===== src/rtl/dotmatrix_scan_ctrl.sv =====
// Row-scan controller for an LED dot-matrix: double-buffered frame memory with
// frame-boundary swaps, per-slot anti-ghost blanking and circular horizontal scroll.
module dotmatrix_scan_ctrl #(
    parameter int N_LINES         = 8,
    parameter int N_PIX           = 8,
    parameter int SCAN_DIV        = 27000,
    parameter int BLANK_CYC       = 16,
    parameter int SCROLL_FRAMES   = 16,
    parameter bit SEL_ACTIVE_HIGH = 1'b1,
    parameter bit PIX_ACTIVE_LOW  = 1'b1,
    localparam int AW = (N_LINES > 1) ? $clog2(N_LINES) : 1
) (
    input  logic               CLK,
    input  logic               RESETn,
    input  logic               i_wr_en,
    input  logic [AW-1:0]      i_wr_addr,
    input  logic [N_PIX-1:0]   i_wr_data,
    input  logic               i_swap_req,
    output logic               o_swap_busy,
    input  logic               i_scroll_en,
    input  logic               i_scroll_dir,
    output logic [N_LINES-1:0] Col_LED,
    output logic [N_PIX-1:0]   Row_LED,
    output logic               o_frame_start
);

    localparam int TW = $clog2(SCAN_DIV);
    localparam int OW = $clog2(N_PIX);
    localparam int FW = (SCROLL_FRAMES > 1) ? $clog2(SCROLL_FRAMES) : 1;

    localparam logic [TW-1:0]      TICK_LAST = TW'(SCAN_DIV - 1);
    localparam logic [TW-1:0]      BLANK_END = TW'(BLANK_CYC);
    localparam logic [AW-1:0]      LINE_LAST = AW'(N_LINES - 1);
    localparam logic [FW-1:0]      FRM_LAST  = FW'(SCROLL_FRAMES - 1);
    localparam logic [OW-1:0]      OFF_LAST  = OW'(N_PIX - 1);
    localparam logic [N_LINES-1:0] SEL_OFF   = SEL_ACTIVE_HIGH ? '0 : '1;
    localparam logic [N_PIX-1:0]   PIX_OFF   = PIX_ACTIVE_LOW ? '1 : '0;

    logic [TW-1:0] tick_reg;
    logic [AW-1:0] line_reg;
    logic          front_sel_reg;
    logic          swap_pend_reg;
    logic [FW-1:0] frame_cnt_reg;
    logic [OW-1:0] offset_reg;
    logic [OW-1:0] offset_next;

    logic               tick_wrap;
    logic               frame_bnd;
    logic               blank;
    logic [N_PIX-1:0]   front_line [N_LINES];
    logic [N_PIX-1:0]   cur_line;
    logic [N_PIX-1:0]   rot_line;
    logic [N_LINES-1:0] sel_onehot;

    assign tick_wrap   = (tick_reg == TICK_LAST);
    assign frame_bnd   = tick_wrap && (line_reg == LINE_LAST);
    assign blank       = (BLANK_CYC != 0) && (tick_reg < BLANK_END);
    assign o_swap_busy = swap_pend_reg;

    always_comb begin
        offset_next = offset_reg;
        if (i_scroll_dir)
            offset_next = (offset_reg == '0) ? OFF_LAST : offset_reg - 1'b1;
        else
            offset_next = (offset_reg == OFF_LAST) ? '0 : offset_reg + 1'b1;
    end

    always_ff @(posedge CLK or negedge RESETn) begin
        if (!RESETn) begin
            tick_reg      <= '0;
            line_reg      <= '0;
            front_sel_reg <= 1'b0;
            swap_pend_reg <= 1'b0;
            frame_cnt_reg <= '0;
            offset_reg    <= '0;
        end else begin
            if (tick_wrap) begin
                tick_reg <= '0;
                line_reg <= frame_bnd ? '0 : line_reg + 1'b1;
            end else begin
                tick_reg <= tick_reg + 1'b1;
            end

            // A request landing on the boundary cycle itself is honoured immediately.
            if (frame_bnd && (swap_pend_reg || i_swap_req)) begin
                front_sel_reg <= ~front_sel_reg;
                swap_pend_reg <= 1'b0;
            end else if (i_swap_req) begin
                swap_pend_reg <= 1'b1;
            end

            if (frame_bnd && i_scroll_en) begin
                if (frame_cnt_reg == FRM_LAST) begin
                    frame_cnt_reg <= '0;
                    offset_reg    <= offset_next;
                end else begin
                    frame_cnt_reg <= frame_cnt_reg + 1'b1;
                end
            end
        end
    end

    // Each line owns one word in each buffer; writes always go to the non-displayed one.
    genvar gi;
    generate
        for (gi = 0; gi < N_LINES; gi++) begin : g_line
            logic [N_PIX-1:0] buf0_reg;
            logic [N_PIX-1:0] buf1_reg;
            logic             hit;

            assign hit = i_wr_en && (i_wr_addr == AW'(gi));

            always_ff @(posedge CLK or negedge RESETn) begin
                if (!RESETn) begin
                    buf0_reg <= '0;
                    buf1_reg <= '0;
                end else if (hit) begin
                    if (front_sel_reg)
                        buf0_reg <= i_wr_data;
                    else
                        buf1_reg <= i_wr_data;
                end
            end

            assign front_line[gi] = front_sel_reg ? buf1_reg : buf0_reg;
        end
    endgenerate

    always_comb begin
        cur_line   = front_line[line_reg];
        rot_line   = N_PIX'({cur_line, cur_line} >> offset_reg);
        sel_onehot = {{(N_LINES-1){1'b0}}, 1'b1} << line_reg;
    end

    always_ff @(posedge CLK or negedge RESETn) begin
        if (!RESETn) begin
            Col_LED       <= SEL_OFF;
            Row_LED       <= PIX_OFF;
            o_frame_start <= 1'b0;
        end else begin
            o_frame_start <= (tick_reg == '0) && (line_reg == '0);
            if (blank) begin
                Col_LED <= SEL_OFF;
                Row_LED <= PIX_OFF;
            end else begin
                Col_LED <= SEL_ACTIVE_HIGH ? sel_onehot : ~sel_onehot;
                Row_LED <= PIX_ACTIVE_LOW ? ~rot_line : rot_line;
            end
        end
    end

endmodule


===== config.mk =====
export PLATFORM = sky130hd
export DESIGN_NAME = dotmatrix_scan_ctrl
export DESIGN_NICKNAME = d
export VERILOG_FILES = /design/src/rtl/dotmatrix_scan_ctrl.sv
export SDC_FILE = /design/constraint.sdc
export NUM_CORES = 1
export LEC_CHECK = 0
export CELL_PAD_IN_SITES_DETAIL_PLACEMENT = 1
export CELL_PAD_IN_SITES_GLOBAL_PLACEMENT = 2
export CORE_AREA = 2 2 140 142
export CTS_BUF_LIST = sky130_fd_sc_hd__clkbuf_8 sky130_fd_sc_hd__clkbuf_16
export DETAILED_ROUTE_END_ITERATION = 10
export DIE_AREA = 0 0 142 144
export PLACE_DENSITY_LB_ADDON = 0.05
export RECOVER_POWER = 100
export SLEW_MARGIN = 30
export SYNTH_ARGS = -nofsm -noshare
export SYNTH_HDL_FRONTEND = slang
export SYNTH_SLANG_ARGS = --single-unit

===== constraint.sdc =====
create_clock -name CLK -period 3.4 [get_ports CLK]
set_input_delay 0.51 -clock CLK [delete_from_list [all_inputs] [get_ports CLK]]
set_output_delay 0.51 -clock CLK [all_outputs]
set_load 0.005 [all_outputs]

* After elaboration in Yosys (flattened, before gate mapping) *
Cells that the tools add are included.

word-level totals
  flip-flop bits (word level) = 172
  output and inout port bits = 18
  input port bits = 17

operators by class
  muxes and demuxes = 21
  $lt $le $gt $ge = 2
  reductions and logical operators = 35
  add/subtract/negate cells = 5
  bitwise logic cells = 3
  shift operators = 2
  eq/ne operators = 11

operator list
  cell                                                      number
  two-way mux 8 bit                                         12
  AND reduction 2 bit                                       17
  binary-select mux 8 bit (select 3 bit)                    1
  equality test 3 bit, second input constant                6
  right shift 16 x 3 -> 8 bit                               1
  adder 15 x 1 -> 15 bit, second input constant             1
  equality test 15 bit, second input constant               1
  zero test 15 bit                                          1
  < comparator 15 x 5 -> 1 bit, second input constant       1
  two-way mux 15 bit                                        1
  logical AND 1 bit                                         12
  two-way mux 3 bit                                         4
  zero test 3 bit                                           3
  inverter 8 bit                                            1
  << shifter 1 x 3 -> 8 bit, first input constant           1
  adder 3 x 1 -> 3 bit, second input constant               2
  equality test 3 x 2 -> 1 bit, second input constant       2
  adder 4 x 1 -> 4 bit, second input constant               1
  equality test 4 bit, second input constant                1
  greater-or-equal comparator 4 bit, second input constant  1
  two-way mux 4 bit                                         1
  inverter 3 -> 4 bit                                       1
  equality test 3 x 1 -> 1 bit, second input constant       1
  subtractor 3 x 1 -> 3 bit, second input constant          1
  4 further kinds                                           5

* Logic depth before layout (Yosys ltp) *
  depth after elaboration = 7
  gate-level depth with buffers = 9
  mapped depth without buffers = 7

* Worst setup path after synthesis *
No wires, ideal clock.

  path kind = register to register
  from = reg tick_reg[0]
  to = reg offset_reg[2]
  arrival = 1.849 ns
  buffers on the path = 2
  data required time = 3.275 ns
  slack = 1.426 ns
  stages on the path, launching flop included = 10
  path through = dfrtp_1 ha_1 and4_1 and4_1 buf_4 and3_1 buf_2 and4_1 a21oi_1 a21oi_1

between the ends
  word-level cells in the longest chain between the ends = 4

ends and longest elaborated chain
  element                               line  RTL
  start: declaration                    39    logic [TW-1:0] tick_reg;
  start signal: assignment              81    tick_reg <= tick_reg + 1'b1;
  equality test 15 bit                  55    assign tick_wrap = (tick_reg == TICK_LAST);
  logical AND 1 bit                     56    assign frame_bnd = tick_wrap && (line_reg == LINE_LAST);
  logical AND 1 bit                     92    if (frame_bnd && i_scroll_en) begin
  AND reduction 2 bit (no source line)  --
  end signal: assignment                95    offset_reg <= offset_next;
  end: declaration                      44    logic [OW-1:0] offset_reg;

No other way between the ends.
A chain may end at the register's enable or synchronous reset.

* Worst setup path in the final report *
  from = reg line_reg[0]
  to = reg Row_LED[2]

between the ends
  word-level cells in the longest chain between the ends = 7

ends and longest elaborated chain
  element                                                line  RTL
  start: declaration                                     40    logic [AW-1:0] line_reg;
  start signal: assignment                               79    line_reg <= frame_bnd ? '0 : line_reg + 1'b1;
  inverter 3 -> 4 bit (not written as such)              130   cur_line = front_line[line_reg];
  binary-select mux 8 bit (select 3 bit)                 130
  two-way mux 8 bit (not written as such) (2 in series)  130
  right shift 16 x 3 -> 8 bit                            131   rot_line = N_PIX'({cur_line, cur_line} >> offset_reg);
  inverter 8 bit                                         147   Row_LED <= PIX_ACTIVE_LOW ? ~rot_line : rot_line;
  two-way mux 8 bit                                      142   if (blank) begin
  end signal: assignment                                 147
  end: declaration                                       23    output logic [N_PIX-1:0] Row_LED,

No other way between the ends. The select of a mux whose other input is x is not followed.

==> reports/results.tsv <==
metric	value	unit
net switching power	1.13	mW
FP Rows	51	
Final Util	49.2	%
Slew HR	-27.1	%
vias in the first global route	5714	
Worst Setup EP	Row_LED[2]$_DFF_PN1_	
cts hold-fix bufs	0	
minimum clock period	2.94	ns
die height	144	µm
FF-to-FF End	Row_LED[2]$_DFF_PN1_	
Pins Over Slew Limit	77	
EDFF count, synth	0	
Clock Latency Late Sink	0.43	ns
Longest Clk Path Bufs	2	
final setup fails	0	
Hold WS	0.495	ns
antenna viol nets, final	0	
post-CTS setup buffer count	0	
Flop pwr share	49.8	%
Seq/Total Area, Yosys	51.7	%
CORE AREA	0.0191	mm²
Max-cap violations	1	
CTS tree	done	
pin count of the biggest net entering global routing	77	
top fanout value on the critical path	20	
R2R depth	7	
synthesized cell area	0.00834	mm²
area added between synthesis and finish	12.6	%
post-DR wirelength/cell	23.0	µm
Switching Share	24.3	%
WL final	21.4	mm
Initial Util	43.7	%
total global-route track usage	22.6	%
fmax	340	MHz
DRC errors left	0	
Internal	3.51	mW
Num CTS Buffers	17	
FF+latch count, synth	172	
Worst EP arrival	3.29	ns
share of cells above drive strength 1	25.3	%
commonest non-fill, non-tap cell in the layout	dfrtp_1	
Iteration-0 DRC Markers	242	
Sink Count	172	
setup ws final	0.463	ns
CTS clk-pin slew, worst paths	0.07	ns
dpl cells	898	
Critical Path Start Type	flip-flop	
global route overflow	0	
Avg Inst Size Synth	12.9	µm²
routability congestion estimate	0.773	
number of I/O port buffers	34	
CTS Root Cell	clkbuf_16	
worst setup path category	reg -> reg	
DIE WIDTH	142	µm
clock power share	42.6	%
# IOs	35	
DRT Pass-1 Iters	4	
final period utilization	86.4	%
initial antenna violation count	0	
power density over the cells	494	mW/mm²
number of antenna repair diodes	0	
final hold viol count	0	
combinational share of power	7.6	%
worst hold-check path type	reg -> reg	
FF-to-FF setup slack	0.46	ns
fin nets	709	
ys flop type	dfrtp_1	
CTS H-tree lvls	4	
Slew @ Worst Pin	1.91	ns
Vias/cell	5.68	
post-route cell area	0.00939	mm²
Die ar.	0.0204	mm²
post-synthesis cell type count	40	
RR Startpoint	line_reg[0]$_DFFE_PN0N_	
HPWL Detailed	14.6	mm
first-pass GRT wire length	34.4	mm
post-place instance area	0.00886	mm²
Syn Nets	677	
post-CTS sizing	0	
async set-reset flop share out of synthesis	100	%
failing checks	capacitance limit, slew limit	
Worst VDD drop	0.333	mV
commonest non-fill, non-tap cells in the layout	dfrtp_1 (163), mux2_2 (112), mux2i_1 (73)	
dpl ws	0.779	ns
non-filler cells, final	930	
Syn Inst Count	647	
Worst Setup SP	line_reg[0]$_DFFE_PN0N_	
Lkg Pwr	4.05	nW
setup_tns	0	ns
crit-path cells	buf_4, mux2i_1, a22oi_1, a21oi_1, nor4_1, mux2i_1, a21o_1	
crit path capture type	flip-flop	
RSZ-0062 raised after global routing	no	
run status	complete, but fails checks	
Max Clock Skew	0.0111	ns
CP most frequent cell	mux2i_1	
slowest stage delay, CP	0.74	ns
CP required	3.75	ns
Pwr Total	4.64	mW
Synthesis Warnings	0	
vias after detailed routing	5282	
Worst path slowest cell	nor4_1	
critical path: cells and delay by family (launching register included):
| kind | cells | cell delay (ns) |
|---|---|---|
| and+or+nand+nor | 1 | 0.74 |
| buffers and inverters | 1 | 0.39 |
| DFF | 1 | 0.67 |
| AOI/OAI and AO/OA | 3 | 0.65 |
| muxes | 2 | 0.39 |
cells in the mapped netlist (2+ instances only):
master / number / area, µm²
inv_1: 7 / 26.3
buf_2: 5 / 25.0
nand2_1: 17 / 63.8
and4_1: 5 / 43.8
and2_1: 3 / 18.8
o21ai_1: 3 / 15.0
clkbuf_1: 16 / 60.1
mux2_1: 16 / 180
xor2_1: 11 / 96.3
nand4_1: 4 / 25.0
nor2_1: 27 / 101
o221ai_1: 8 / 70.1
o21ai_0: 5 / 25.0
a21oi_1: 36 / 180
nand3b_1: 3 / 22.5
and3_1: 8 / 50.1
nand2b_1: 6 / 37.5
a22oi_2: 6 / 75.1
nor3_1: 2 / 10.0
dfrtp_1: 164 / 4100
ha_1: 13 / 163
a21o_1: 8 / 60.1
buf_6: 6 / 67.6
nand3_1: 11 / 55.1
mux2_2: 113 / 1270
nor2b_1: 7 / 43.8
xnor2_1: 6 / 52.6
nor4_2: 8 / 100
a22oi_1: 26 / 195
buf_4: 4 / 30.0
buf_12: 4 / 80.1
mux2i_1: 73 / 731
dfstp_2: 8 / 210
nor4_1: 2 / 12.5
worst min path at each step:
stage / cells after the start / endpoint / slack, ns / start
global placement: 1 / g_line[2].buf1_reg[0]$_DFFE_PN0P_ / 0.47 / g_line[2].buf1_reg[0]$_DFFE_PN0P_
global route: 1 / g_line[0].buf0_reg[3]$_DFFE_PN0P_ / 0.51 / g_line[0].buf0_reg[3]$_DFFE_PN0P_
detailed placement: 1 / g_line[1].buf1_reg[0]$_DFFE_PN0P_ / 0.48 / g_line[1].buf1_reg[0]$_DFFE_PN0P_
floorplan: 0 / Col_LED[0]$_DFF_PN0_ / 0.21 / RESETn
finish: 1 / g_line[2].buf1_reg[2]$_DFFE_PN0P_ / 0.49 / g_line[2].buf1_reg[2]$_DFFE_PN0P_
CTS: 1 / g_line[1].buf0_reg[3]$_DFFE_PN0P_ / 0.13 / RESETn
kinds of logic after synthesis:
group | after synthesis | share of synthesized area [%]
AO/OA/AOI/OAI | 93 | 7.53
AND/OR/NAND/NOR | 106 | 7.29
adder cells (fa/ha/maj) | 13 | 1.95
XOR/XNOR | 17 | 1.78
flip-flops | 172 | 51.7
buffers and inverters | 44 | 3.55
multiplexers | 202 | 26.2
area by class of cell:
| class | instances | area (µm²) |
|---|---|---|
| Multi-Input combinational cell | 431 | 3720 |
| Timing Repair Buffer | 49 | 432 |
| Fill cell | 2012 | 9690 |
| Inverter | 8 | 30.0 |
| Clock buffer | 19 | 453 |
| Sequential cell | 172 | 4320 |
| Clock inverter | 13 | 140 |
| Tap cell | 238 | 298 |
layer usage:
| layer | up-vias | global-route usage (%) | part of all wire, % |
|---|---|---|---|
| met4 | 0 | 4.68 | 0.70 |
| met2 | 72 | 36.5 | 48 |
| met5 | - | 0 | 0 |
| li1 | 2427 | - | - |
| met3 | 9 | 4.11 | 3.2 |
| met1 | 2774 | 32.1 | 48 |
power groups by stage:
| stage | Sequential [mW] | Combinational, mW | Clock (mW) |
|---|---|---|---|
| 6_report | 2.31 | 0.350 | 1.98 |
| 5_1_grt | 2.33 | 0.387 | 2.12 |
| 3_5_place_dp | 2.34 | 0.359 | 0 |
| 3_3_place_gp | 2.34 | 0.341 | 0 |
| 2_1_floorplan | 2.31 | 0.216 | 0 |
| 4_1_cts | 2.31 | 0.362 | 2.03 |
(Power assumes the default switching activity.)
